<file path="config.mk">
export PLATFORM = sky130hd
export DESIGN_NAME = uart_rx
export DESIGN_NICKNAME = d
export VERILOG_FILES = /design/src/rtl/uart_rx.sv
export SDC_FILE = /design/constraint.sdc
export NUM_CORES = 1
export LEC_CHECK = 0
export ABC_AREA = 0
export ABC_CLOCK_PERIOD_IN_PS = 3900
export CORE_ASPECT_RATIO = 1.4
export CORE_MARGIN = 1
export CORE_UTILIZATION = 30
export CTS_CLUSTER_SIZE = 12
export DETAILED_ROUTE_END_ITERATION = 10
export GPL_ROUTABILITY_DRIVEN = 0
export HOLD_SLACK_MARGIN = 0.06
export PLACE_DENSITY = 0.53
export SYNTH_ARGS = -nofsm -noshare
export SYNTH_HDL_FRONTEND = slang
export SYNTH_SLANG_ARGS = --single-unit
</file>
<file path="constraint.sdc">
create_clock -name clk -period 3.9 [get_ports clk]
set_clock_uncertainty 0.1 [all_clocks]
set_input_delay 0.39 -clock clk [delete_from_list [all_inputs] [get_ports clk]]
set_output_delay 0.39 -clock clk [all_outputs]
set_load 0.03 [all_outputs]
</file>
<file path="src/rtl/uart_rx.sv">
// rtl/uart_rx.sv - UART receiver with mid-bit sampling; optional even parity via UART_RX_PARITY_EN
module uart_rx #(
    parameter int CLK_HZ       = 50_000_000,
    parameter int BIT_RATE     = 9600,
    parameter int PAYLOAD_BITS = 8,
    parameter int STOP_BITS    = 1
) (
    input  logic                    clk,
    input  logic                    resetn,
    input  logic                    uart_rxd,
    input  logic                    uart_rx_en,
    output logic [PAYLOAD_BITS-1:0] uart_rx_data,
    output logic                    uart_rx_valid,
    output logic                    uart_rx_break,
    output logic                    uart_rx_perr,
    output logic                    uart_rx_busy
);

    localparam int BAUD_TICKS = CLK_HZ / BIT_RATE;
    localparam int HALF       = BAUD_TICKS / 2;
    localparam int CW         = $clog2(BAUD_TICKS + 1);
    localparam int BW         = $clog2(PAYLOAD_BITS + STOP_BITS + 1);

`ifdef UART_RX_PARITY_EN
    typedef enum logic [2:0] {
        S_IDLE, S_START, S_DATA, S_PARITY, S_STOP, S_WAIT_IDLE
    } state_t;
`else
    typedef enum logic [2:0] {
        S_IDLE, S_START, S_DATA, S_STOP, S_WAIT_IDLE
    } state_t;
`endif

    state_t                  state_q, state_d;
    logic                    rx_meta_q, rx_meta_d;
    logic                    rxs_q, rxs_d;
    logic [CW-1:0]           baud_cnt_q, baud_cnt_d;
    logic [BW-1:0]           bit_cnt_q, bit_cnt_d;
    logic [PAYLOAD_BITS-1:0] shreg_q, shreg_d;
    logic [PAYLOAD_BITS-1:0] data_q, data_d;
    logic                    ferr_q, ferr_d;
    logic                    valid_q, valid_d;
    logic                    brk_q, brk_d;
    logic                    busy_q, busy_d;
    logic                    tick;
    logic                    stop_bad;
    logic                    par_bad;
`ifdef UART_RX_PARITY_EN
    logic                    par_q, par_d;
    logic                    perr_q, perr_d;
`endif

    // two-flop synchronizer for the asynchronous serial line
    always_comb begin
        rx_meta_d = uart_rxd;
        rxs_d     = rx_meta_q;
    end

    // all state registers; line synchronizer resets to idle-high
    always_ff @(posedge clk or negedge resetn) begin
        if (!resetn) begin
            rx_meta_q  <= 1'b1;
            rxs_q      <= 1'b1;
            state_q    <= S_IDLE;
            baud_cnt_q <= '0;
            bit_cnt_q  <= '0;
            shreg_q    <= '0;
            data_q     <= '0;
            ferr_q     <= 1'b0;
            valid_q    <= 1'b0;
            brk_q      <= 1'b0;
            busy_q     <= 1'b0;
`ifdef UART_RX_PARITY_EN
            par_q      <= 1'b0;
            perr_q     <= 1'b0;
`endif
        end else begin
            rx_meta_q  <= rx_meta_d;
            rxs_q      <= rxs_d;
            state_q    <= state_d;
            baud_cnt_q <= baud_cnt_d;
            bit_cnt_q  <= bit_cnt_d;
            shreg_q    <= shreg_d;
            data_q     <= data_d;
            ferr_q     <= ferr_d;
            valid_q    <= valid_d;
            brk_q      <= brk_d;
            busy_q     <= busy_d;
`ifdef UART_RX_PARITY_EN
            par_q      <= par_d;
            perr_q     <= perr_d;
`endif
        end
    end

    // frame sequencing: baud countdown, bit capture, stop/parity checks, strobes
    always_comb begin
        state_d    = state_q;
        baud_cnt_d = baud_cnt_q;
        bit_cnt_d  = bit_cnt_q;
        shreg_d    = shreg_q;
        data_d     = data_q;
        ferr_d     = ferr_q;
        valid_d    = 1'b0;
        brk_d      = 1'b0;
        tick       = (baud_cnt_q == '0);
        stop_bad   = ferr_q | ~rxs_q;
        par_bad    = 1'b0;
`ifdef UART_RX_PARITY_EN
        par_d      = par_q;
        perr_d     = 1'b0;
        par_bad    = (par_q != ^shreg_q);
`endif
        case (state_q)
            S_IDLE: begin
                if (uart_rx_en && !rxs_q) begin
                    state_d    = S_START;
                    baud_cnt_d = CW'(HALF - 1);
                end
            end
            S_START: begin
                if (tick) begin
                    if (!rxs_q) begin
                        state_d    = S_DATA;
                        bit_cnt_d  = '0;
                        baud_cnt_d = CW'(BAUD_TICKS - 1);
                    end else begin
                        state_d = S_IDLE;
                    end
                end else begin
                    baud_cnt_d = baud_cnt_q - CW'(1);
                end
            end
            S_DATA: begin
                if (tick) begin
                    shreg_d    = {rxs_q, shreg_q[PAYLOAD_BITS-1:1]};
                    baud_cnt_d = CW'(BAUD_TICKS - 1);
                    if (bit_cnt_q == BW'(PAYLOAD_BITS - 1)) begin
                        bit_cnt_d = '0;
                        ferr_d    = 1'b0;
`ifdef UART_RX_PARITY_EN
                        state_d   = S_PARITY;
`else
                        state_d   = S_STOP;
`endif
                    end else begin
                        bit_cnt_d = bit_cnt_q + BW'(1);
                    end
                end else begin
                    baud_cnt_d = baud_cnt_q - CW'(1);
                end
            end
`ifdef UART_RX_PARITY_EN
            S_PARITY: begin
                if (tick) begin
                    par_d      = rxs_q;
                    baud_cnt_d = CW'(BAUD_TICKS - 1);
                    state_d    = S_STOP;
                end else begin
                    baud_cnt_d = baud_cnt_q - CW'(1);
                end
            end
`endif
            S_STOP: begin
                if (tick) begin
                    if (bit_cnt_q == BW'(STOP_BITS - 1)) begin
                        // framing error outranks parity; IDLE re-entered at stop mid-point
                        if (stop_bad) begin
                            brk_d   = 1'b1;
                            state_d = S_WAIT_IDLE;
                        end else if (par_bad) begin
`ifdef UART_RX_PARITY_EN
                            perr_d  = 1'b1;
`endif
                            state_d = S_IDLE;
                        end else begin
                            valid_d = 1'b1;
                            data_d  = shreg_q;
                            state_d = S_IDLE;
                        end
                    end else begin
                        ferr_d     = stop_bad;
                        bit_cnt_d  = bit_cnt_q + BW'(1);
                        baud_cnt_d = CW'(BAUD_TICKS - 1);
                    end
                end else begin
                    baud_cnt_d = baud_cnt_q - CW'(1);
                end
            end
            S_WAIT_IDLE: begin
                if (rxs_q) begin
                    state_d = S_IDLE;
                end
            end
            default: begin
                state_d = S_IDLE;
            end
        endcase
        busy_d = (state_d != S_IDLE);
    end

    assign uart_rx_data  = data_q;
    assign uart_rx_valid = valid_q;
    assign uart_rx_break = brk_q;
    assign uart_rx_busy  = busy_q;
`ifdef UART_RX_PARITY_EN
    assign uart_rx_perr  = perr_q;
`else
    assign uart_rx_perr  = 1'b0;
`endif

endmodule

</file>
-- Yosys cells after proc, flatten, opt, wreduce, memory -nomap -nowiden
Index checks and enable logic that the tools add are counted.
W data, S select, Z words.
- flip-flop bits (word level): 42
- bits in latches: 0
- bits in writable memories: 0
- ROM bits: 0
- input port bits: 4
- output and inout port bits: 12
- memories: 0
- $add $sub $neg: 2
- multiply operators: 0
- divide/modulo/power cells: 0
- order comparisons: 0
- equality and inequality tests: 14
- shift-type cells: 0
- muxes and demuxes: 37
- bitwise operators: 3
- reduce and logical (&&, ||, !) cells: 14
- operator list (cell ; count):
    $mux W13 ; 6
    $pmux W13 S4 ; 1
    $mux W3 ; 8
    $mux W4 ; 6
    $pmux W3 S5 ; 1
    $ne A2 B2 Y1 const B ; 7
    $logic_not A13 Y1 ; 1
    $sub A13 B1 Y13 const B ; 1
    $mux W1 ; 12
    $pmux W4 S3 ; 1
    $reduce_and A4 Y1 ; 2
    $eq A3 B2 Y1 const B ; 2
    $ne A3 B3 Y1 const B ; 2
    $reduce_and A6 Y1 ; 1
    $reduce_bool A3 Y1 ; 2
    $reduce_and A5 Y1 ; 1
    $add A4 B1 Y4 const B ; 1
    $eq A4 B3 Y1 const B ; 1
    $logic_not A4 Y1 ; 1
    $reduce_bool A4 Y1 ; 1
    $eq A3 B1 Y1 const B ; 1
    $eq A3 B3 Y1 const B ; 1
    $logic_not A3 Y1 ; 1
    $mux W2 ; 1
    7 further kinds ; 8

-- Depth between registers and ports, before layout
- depth in word-level cells: 7
- depth in mapped cells: 8
- gate-level depth less buffers: 7

-- Worst setup path before layout
Ideal clock, no wire load.
- kind: register -> register
- start point: reg baud_cnt_q[4]
- end point: reg data_q[0] (netlist: uart_rx_data[0])
- library setup time: 0.125 ns
- arrival: 2.562 ns
- setup slack: 1.114 ns
- stages on the path, launching flop included: 7
- clock period less this slack: 2.786 ns
- cell sequence: dfrtp_1 -> or4_1 -> buf_2 -> or4_4 -> buf_6 -> nor4_4 -> mux2_2
- longest elaborated chain between the ends: 2
- RTL lines (item ; RTL line ; source):
    start: declaration ; 37 ; logic [CW-1:0] baud_cnt_q, baud_cnt_d;
    start signal: assignment ; 81 ; baud_cnt_q <= baud_cnt_d;
    $logic_not A13 Y1 ; 106 ; tick = (baud_cnt_q == '0);
    $reduce_and A4 Y1 (no source line) ; - ;
    end signal: assignment ; 84 ; data_q <= data_d;
    end: declaration ; 40 ; logic [PAYLOAD_BITS-1:0] data_q, data_d;
No other way between the ends.
A chain may end at the register's enable or synchronous reset.

-- Worst setup path after layout
- start point: reg baud_cnt_q[4]
- end point: reg baud_cnt_q[5]
- longest elaborated chain between the ends: 3
- elaborated cells between the ends (all ways): 9
- classes of those cells: add/sub (1); eq/ne (2); mux (4); reduce/logical (2)
- RTL lines (item ; RTL line ; source):
    $sub A13 B1 Y13 / $logic_not A13 Y1 (equally long branches) ; - ;
    $mux W13, or another cell as far along ; 165 ; if (tick) begin
    $pmux W13 S4 / $reduce_and A4 Y1 (equally long branches) ; - ;
Several ways; a longest one is shown, not always the timed one.

==> run_results.csv <==
group,metric,value,unit
run_status,status,"complete, no violations",
routing,vias,1433,
clocking,cts_tree,"yes",
timing,finalSetupTns,0,ns
synthesis,netlist.area_leader.share,50.1,%
global_route,antenna_found_initial,0,
routing,route.detailed.drc,0,
global_route,grt_start_max_net_pins,43,
die,fp.dieW,71.0,um
synthesis,synth_commonest_cells,"40 x dfrtp_1, 17 x mux2_2, 13 x nor2_1",
worst_setup_path,crit_required,3.99,ns
synthesis,async_flop_share,100,%
timing,slew_headroom,35.9,%
pwr,power_density,324,nW/um2
timing,setup_viol_count_final,0,
global_route,grt_use_total,12.6,%
synthesis,synth_seq_cells,42,
timing,slew_violations,0,
timing,hold_viol,0,
timing,period_share,77.3,%
flow_run,cap_violations,0,
global_route,overflow,0,
pwr,p_leak,0.984,nW
finish,layout-drive-gt1-share,17.9,%
worst_setup_path,cp_max_fo,9,
synthesis,synth_area_leaders,"dfrtp_1 50%, mux2_2 9.6%, dfstp_2 2.6%",
timing,period_needed,3.01,ns
worst_setup_path,rr_worst_depth,5,
worst_setup_path,crit_type,"reg -> reg",
worst_setup_path,timing.rr.start,"baud_cnt_q[4]",
synthesis,yosys.area.top_type,"dfrtp_1",
synthesis,yosysMostFrequentCell,"dfrtp_1",
finish,areaGrowthSynthToFinish,14.8,%
clocking,clock-root-buffer,"clkbuf_8",
die,rows,34,
pwr,ir_drop,0.000181,V
worst_setup_path,start_kind,"flip-flop",
routing,ant_nets,0,
synthesis,yosysWarnings,0,
worst_setup_path,r2r_end,"baud_cnt_q[5]",
die,io_pins,16,
worst_hold_path,hold_path_class,"in -> async",
worst_setup_path,r2r_slack,0.89,ns
die,fp.dieH,98.6,um
routing,routed_wl,4.05,mm
synthesis,synth_nets,185,
timing,worstMarginPinSlew,0.961,ns
worst_setup_path,arrival,3.10,ns
clocking,clk_pin_slew,0.09,ns
synthesis,synth_area,2000,um2
synthesis,syn_inst,178,
synthesis,ys_types,40,
place,pre_cts_ws,0.856,ns
synthesis,avgSynthCellArea,11.2,um2
global_route,grt_pass1_vias,1420,
timing,fmax,332,MHz
routing,firstDrtPassIters,6,
clocking,htreeDepth,2,
routing,post_drt_wl_per_cell,15.1,um
synthesis,yosys_most_used_dff,"dfrtp_1",
clocking,post-cts-setup-buffers,0,
clocking,cts_hold_buf,0,
die,dieArea,7000,um2
clocking,numCtsBuffers,5,
timing,fin_ws,0.887,ns
timing,rsz0062_at_grt,"false",
routing,viasPerCell,5.35,
clocking,clk_latency,0.29,ns
synthesis,yosysSeqAreaShare,52.7,%
finish,nets,202,
routing,drtIter0Drc,109,
finish,diodes,0,
synthesis,synth_edf_count,0,
place,hpwl,2.79,mm
clocking,clockBufferDepth,2,
worst_setup_path,crit_path_end_kind,"flip-flop",
global_route,grt_pass1_wl,6.84,mm
clocking,clock_sinks,42,
place,io_buffers,14,
clocking,cts_resized,0,
die,core,6340,um2
pwr,finalPower,0.743,mW
die,start_util,31.5,%
-- where the power goes --
part,internal [mW],switching (mW)
clock,0.129,0.161
sequential,0.437,0.000977
combinational,0.00283,0.0113
total,0.569,0.174
-- sequential cells by signal (all words and copies together) (netlist names) --
signal	count
bit_cnt_q	4
uart_rx_valid	1
shreg_q	8
rx_meta_q	1
uart_rx_data	8
rxs_q	1
uart_rx_busy	1
uart_rx_break	1
baud_cnt_q	13
ferr_q	1
state_q	3
-- logic make-up (layout without fill, tap and decap cells) --
| family | Yosys count | after routing | share of synthesized area, % |
|---|---|---|---|
| and+or+nand+nor | 65 | 65 | 19.6 |
| DFF | 42 | 42 | 52.7 |
| AOI/OAI and AO/OA | 41 | 41 | 13.7 |
| muxes | 17 | 17 | 9.58 |
| buffers and inverters | 9 | 27 | 2.32 |
| adders and majority gates | 3 | 3 | 1.88 |
| other | 1 | 1 | 0.188 |
-- worst max-delay path: stages, from the launching register on --
cell and delay [ns]:
dfrtp_1 0.44, or4_1 0.64, or4_4 0.64, o21ai_1 0.45, nand2b_1 0.29, o221a_2 0.34
-- placed cells by master (no fill, tap or decap), types with 3 or more instances in the layout --
cell	n
a21o_1	5
a21oi_1	7
a31oi_1	4
clkbuf_8	5
clkdlybuf4s50_1	13
dfrtp_1	40
ha_1	3
inv_1	4
mux2_2	17
nand2_1	8
nand2b_1	5
nand3_1	5
nor2_1	13
nor2b_1	3
nor3_1	4
nor3b_1	5
o21a_1	3
o21ai_0	10
o31ai_1	5
or3_1	4
or4_1	5
-- worst max path at each step --
stage             startpoint         endpoint  slack (ns)  depth (start not counted)
3_3_place_gp   baud_cnt_q[4]    baud_cnt_q[3]        0.87                          5
3_5_place_dp   baud_cnt_q[4]    baud_cnt_q[0]        0.86                          5
6_report       baud_cnt_q[4]    baud_cnt_q[5]        0.89                          5
5_1_grt        baud_cnt_q[1]    baud_cnt_q[3]        0.69                          7
2_1_floorplan  baud_cnt_q[4]  uart_rx_data[0]        1.11                          6
4_1_cts        baud_cnt_q[4]    baud_cnt_q[0]        0.84                          5
-- area by class of cell --
class / instances / area, um2
clock buffers: 5 / 68.8
clock inverters: 3 / 25.0
fillers: 630 / 4050
inverters: 4 / 15.0
multi-input cells: 127 / 898
flip-flops and latches: 42 / 1050
well taps: 72 / 90.1
repair buffers: 15 / 143
-- stage by stage --
stage / hold slack, ns / util, % / cell area (um2) / instances
2_1_floorplan: -0.00559 / - / 2000 / 178
3_3_place_gp: 0.247 / 34.7 / 2200 / 260
3_5_place_dp: 0.247 / 34.7 / 2200 / 260
4_1_cts: 0.167 / 36.2 / 2290 / 268
5_1_grt: 0.216 / 36.2 / 2290 / 268
6_report: 0.142 / 36.2 / 2290 / 268
-- per-layer routing --
| layer | part of all wire (%) | vias up | global-route usage, % |
|---|---|---|---|
| met3 | 3.4 | 7 | 3.07 |
| met5 | 0 | - | 0 |
| li1 | - | 692 | - |
| met1 | 46 | 707 | 15.1 |
| met4 | 2.3 | 0 | 5.23 |
| met2 | 49 | 27 | 21.4 |
No activity file was read; power rests on OpenSTA's default activity.
